File: src/rtl/audio_pkg.sv
// Shared audio stream constants and sample type.
package audio_pkg;

  localparam int unsigned SAMPLE_W   = 32;
  localparam int unsigned FIFO_DEPTH = 8;

  typedef logic [SAMPLE_W-1:0] sample_t;

endpackage : audio_pkg

File: src/rtl/audio_sample_fifo.sv
// Show-ahead sample FIFO between the codec ADC stream and a cpu core.
// All handshake and status outputs come straight from flops; the head
// sample register is refilled every cycle from storage, or bypassed from
// in_data when the slot becoming the head is the one being written.
module audio_sample_fifo
  import audio_pkg::*;
#(
  parameter int unsigned DEPTH = FIFO_DEPTH,
  parameter int unsigned WIDTH = SAMPLE_W
) (
  input  logic                     clock,
  input  logic                     reset,
  input  logic                     clear,
  input  logic [WIDTH-1:0]         in_data,
  input  logic                     in_valid,
  output logic                     in_ready,
  output logic [WIDTH-1:0]         out_data,
  output logic                     out_valid,
  input  logic                     out_ready,
  output logic [$clog2(DEPTH):0]   level,
  output logic [$clog2(DEPTH):0]   peak
);

  localparam int unsigned PW = $clog2(DEPTH);
  localparam int unsigned LW = PW + 1;
  localparam logic [LW-1:0] FULL_LVL = LW'(DEPTH);

  logic [WIDTH-1:0] mem_q [DEPTH];

  logic [PW-1:0]    wr_ptr_q, wr_ptr_d;
  logic [PW-1:0]    rd_ptr_q, rd_ptr_d;
  logic [LW-1:0]    level_q, level_d;
  logic [LW-1:0]    peak_q, peak_d;
  logic             in_ready_q, in_ready_d;
  logic             out_valid_q, out_valid_d;
  logic [WIDTH-1:0] out_data_q, out_data_d;
  logic             wr_en_c;
  logic             rd_en_c;

  // Next-state for pointers, occupancy, peak and the registered outputs.
  always_comb begin
    wr_en_c     = in_valid & in_ready_q & ~clear;
    rd_en_c     = out_valid_q & out_ready & ~clear;
    wr_ptr_d    = wr_ptr_q;
    rd_ptr_d    = rd_ptr_q;
    level_d     = level_q;
    peak_d      = peak_q;
    in_ready_d  = 1'b0;
    out_valid_d = 1'b0;
    out_data_d  = '0;

    if (clear) begin
      wr_ptr_d = '0;
      rd_ptr_d = '0;
      level_d  = '0;
      peak_d   = '0;
    end else begin
      if (wr_en_c) wr_ptr_d = wr_ptr_q + PW'(1);
      if (rd_en_c) rd_ptr_d = rd_ptr_q + PW'(1);
      case ({wr_en_c, rd_en_c})
        2'b10:   level_d = level_q + LW'(1);
        2'b01:   level_d = level_q - LW'(1);
        default: level_d = level_q;
      endcase
      if (level_d > peak_q) peak_d = level_d;
    end

    in_ready_d  = (level_d != FULL_LVL);
    out_valid_d = (level_d != '0);

    // Head slot written this very edge is not in storage yet: forward it.
    if (level_d != '0) begin
      if (wr_en_c && (rd_ptr_d == wr_ptr_q)) out_data_d = in_data;
      else                                   out_data_d = mem_q[rd_ptr_d];
    end
  end

  // Control and output registers.
  always_ff @(posedge clock or negedge reset) begin
    if (!reset) begin
      wr_ptr_q    <= '0;
      rd_ptr_q    <= '0;
      level_q     <= '0;
      peak_q      <= '0;
      in_ready_q  <= 1'b0;
      out_valid_q <= 1'b0;
      out_data_q  <= '0;
    end else begin
      wr_ptr_q    <= wr_ptr_d;
      rd_ptr_q    <= rd_ptr_d;
      level_q     <= level_d;
      peak_q      <= peak_d;
      in_ready_q  <= in_ready_d;
      out_valid_q <= out_valid_d;
      out_data_q  <= out_data_d;
    end
  end

  // Sample storage; never reset since stale slots are never presented.
  always_ff @(posedge clock) begin
    if (wr_en_c) mem_q[wr_ptr_q] <= in_data;
  end

  assign in_ready  = in_ready_q;
  assign out_valid = out_valid_q;
  assign out_data  = out_data_q;
  assign level     = level_q;
  assign peak      = peak_q;

endmodule : audio_sample_fifo

File: config.mk
export PLATFORM = sky130hd
export DESIGN_NAME = audio_sample_fifo
export DESIGN_NICKNAME = d
export VERILOG_FILES = /design/src/rtl/audio_pkg.sv /design/src/rtl/audio_sample_fifo.sv
export SDC_FILE = /design/constraint.sdc
export NUM_CORES = 1
export LEC_CHECK = 0
export CAP_MARGIN = 0
export CELL_PAD_IN_SITES_DETAIL_PLACEMENT = 1
export CELL_PAD_IN_SITES_GLOBAL_PLACEMENT = 1
export CORE_ASPECT_RATIO = 0.7
export CORE_MARGIN = 2
export CORE_UTILIZATION = 50
export CTS_BUF_LIST = sky130_fd_sc_hd__clkbuf_16
export CTS_CLUSTER_SIZE = 25
export DETAILED_ROUTE_END_ITERATION = 7
export PLACE_DENSITY_LB_ADDON = 0.1
export SETUP_SLACK_MARGIN = 0.05
export SLEW_MARGIN = 10
export SYNTH_ARGS = -nofsm -noshare
export SYNTH_HDL_FRONTEND = slang
export SYNTH_SLANG_ARGS = --single-unit
File: constraint.sdc
create_clock -name clock -period 9.56 [get_ports clock]
set_input_delay 1.434 -clock clock [delete_from_list [all_inputs] [get_ports clock]]
set_output_delay 1.434 -clock clock [all_outputs]
set_load 0.1 [all_outputs]
==> results.toml <==
[worst_hold_path]
hold_start = "peak[3]"
hold_path_end = "peak[3]"
hold_path_depth = 2
hold_path.class = "flop to flop"

[floorplanning]
dieArea_um2 = 25800
die_w_um = 191
row_count = 47
core-area_um2 = 23900
num_io_pins = 79
fp.dieH_um = 135
start_util_pct = 51.3

[critical_path]
path_class = "primary input to flop"
reg2reg_from = "in_ready"
r2r_slack_ps = 5630
reg2regPathDepth = 16
critical_path_arrival_ps = 5680
crit_path_start_kind = "primary input"
required_ps = 9940
crit_chain = "clkdlybuf4s50_1 -> nor2_1 -> inv_1 -> ha_1 -> xor2_1 -> ha_1 -> a21oi_1 -> xor2_1 -> nor2_1 -> xor2_1 -> ha_1 -> o21a_1 -> o21a_1 -> o21ai_1 -> or2_2 -> a21oi_1"
reg2reg_to = "peak[0]"
cpPeakStageDelay_ps = 790
crit_slowest_cell = "clkdlybuf4s50_1"
cp_max_fo = 19
end_kind = "flop"

[placed_design]
dpl_worst_slack_ps = 3740
hpwl_um = 13700
place_congestion = 0.706
io_buffers = 78

[finish]
antennaDiodeCount = 0
final_cell_mix = "256 x edfxtp_1, 125 x mux2i_1, 77 x clkdlybuf4s50_1"
layout_commonest_cell = "edfxtp_1"
drive_gt1_share_pct = 18.0
layout.nets = 794
syn_to_final_growth_pct = 16.9

[sta]
finalHoldViolCount = 0
relSlewSlack_pct = 33.9
tns_ps = 0
setup_viol = 0
tightestPinTransition_ps = 988
finalWorstSetupSlack_ps = 4260
post-route-min-period_ps = 5300
clock-skew-final_ps = 14.1
finalCritPeriodShare_pct = 55.4
rsz0062_at_grt = "no"
fmax_mhz = 189
drv_slew = 0

[clock_network]
clk_pin_slew_ps = 70
cts_buffers = 29
clock_sink_count = 304
htreeDepth = 1
root_buffer = "clkbuf_16"
cts_hold_buf = 0
cts_max_path_buffers = 3
post-cts-setup-buffers = 0
cts_tree = "done"
ctsResizeCount = 0
clk_latency_ps = 550

[power]
power.internal_mw = 2.21
clkPwrFrac_pct = 35.7
p_sw_mw = 0.808
p_leak_nw = 5.14
power_density_nw_per_um2 = 211
netSwitchingFraction_pct = 26.7
sequentialPowerShare_pct = 49.5
totalPowerFinal_mw = 3.02
comb_power_share_pct = 14.8
ir_drop_uv = 163

[detailed_routing]
wirelength_um = 25700
dr.pass1.iters = 4
drc = 0
dr_total_vias = 6117
drt-wirelength-per-cell_um = 23.6
drtAntennaViolNets = 0
routed_via_density = 5.62
drt_iter0_markers = 422

[global_route]
grt_pass1_vias = 6584
gr-total-overflow = 0
antenna_found_initial = 1
track_usage_pct = 20.7
grt_pass1_wl_um = 40000
grt_max_degree = 65

[logic_synthesis]
yosysTopAreaCell = "edfxtp_1"
synth_top_area_share_pct = 62.8
postSynthCellCount = 658
syn-num-nets = 704
netlist_area_um2 = 12300
synth.yosys.seq_area_share_pct = 72.6
synth_cell_types = 43
synthTopCellsByArea = "edfxtp_1 63%, mux2i_1 10%, dfrtp_1 9.8%"
syn_area_per_cell_um2 = 18.6
yosysWarningCount = 0
yosys_register_bits = 304

[flow_run]
max_cap_viol_count = 0

[status]
status = "completed"
-- cell type report --
| type | count | area, µm² |
|---|---|---|
| repair buffers | 92 | 881 |
| well taps | 318 | 398 |
| flip-flops and latches | 304 | 8890 |
| clock buffers | 29 | 726 |
| clock inverters | 25 | 171 |
| fillers | 2127 | 9560 |
| inverters | 9 | 33.8 |
| multi-input cells | 312 | 3220 |
-- flip-flops by register name (all words and copies together) (netlist names) --
| signal | count |
|---|---|
| mem_q | 256 |
| level | 4 |
| out_valid | 1 |
| out_data | 32 |
| wr_ptr_q | 3 |
| peak | 4 |
| rd_ptr_q | 3 |
| in_ready | 1 |
-- worst max-delay path by stage --
stage | startpoint | end | slack [ps] | depth (start not counted)
after global placement | clear | peak[0] | 4130 | 16
after CTS | clear | peak[0] | 4300 | 16
after detailed placement | clear | peak[0] | 3740 | 16
after global routing | clear | peak[3] | 3920 | 16
final | clear | peak[0] | 4260 | 16
after floorplan | clear | mem_q[0][0] | 4080 | 4
-- power groups by stage --
| stage | registers (mW) | clock network [mW] | logic [mW] |
|---|---|---|---|
| floorplan | 1.67 | 0 | 0.167 |
| global placement | 1.52 | 0 | 0.436 |
| detailed placement | 1.52 | 0 | 0.451 |
| CTS | 1.50 | 1.11 | 0.453 |
| global route | 1.50 | 1.16 | 0.474 |
| finish | 1.50 | 1.08 | 0.448 |
-- layer usage --
layer | GRT usage [%] | share of wire [%] | up-vias
met2 | 35.3 | 50 | 110
met3 | 3.40 | 4.1 | 25
li1 | - | - | 2752
met5 | 0 | 0.043 | -
met4 | 3.29 | 1.2 | 2
met1 | 29.0 | 45 | 3228
-- worst max-delay path: cells and delay by family --
family	cells	cell delay (ps)
xor gates and xnor gates	3	730
buffers and inverters	2	1020
AOI/OAI and AO/OA	5	920
and+or+nand+nor	3	740
adders and majority gates	3	830
-- cell usage after synthesis (all sizes together) --
library cell  number
o21bai             1
nand3              2
nor2b              5
nand2b             2
dfrtp             48
o21ai              1
and3               2
nor2              49
nor4               1
a22oi              1
xor2              11
a21boi             1
buf               28
ha                 9
nor3               5
inv                9
mux2               2
edfxtp           256
a211oi            36
or2                2
nand4              2
mux2i            126
or4                1
o21a               2
nand2              9
a21o               1
a21oi              5
xnor2              2
mux4              32
clkbuf             5
o211ai             1
a32o               1
-- metrics by stage --
step | instance area, µm² | instances | util [%] | hold WS [ps]
finish | 14300 | 1089 | 60.0 | 573
global route | 14300 | 1089 | 60.0 | 613
CTS | 14300 | 1089 | 60.0 | 577
detailed placement | 13400 | 1035 | 56.2 | 562
global placement | 13400 | 1035 | 56.2 | 546
floorplan | 12300 | 658 | - | 598
-- logic make-up (layout without fill, tap and decap cells) --
kind of cell,count (synthesis),count (layout),synth area share (%)
AND/OR/NAND/NOR,80,80,2.96
AO/OA/AOI/OAI,50,50,4.21
buffers and inverters,42,155,1.91
XOR/XNOR,13,13,1.05
adder cells (fa/ha/maj),9,9,0.919
multiplexers,160,160,16.4
flip-flops,304,304,72.6
No activity file was read; power rests on OpenSTA's default activity.
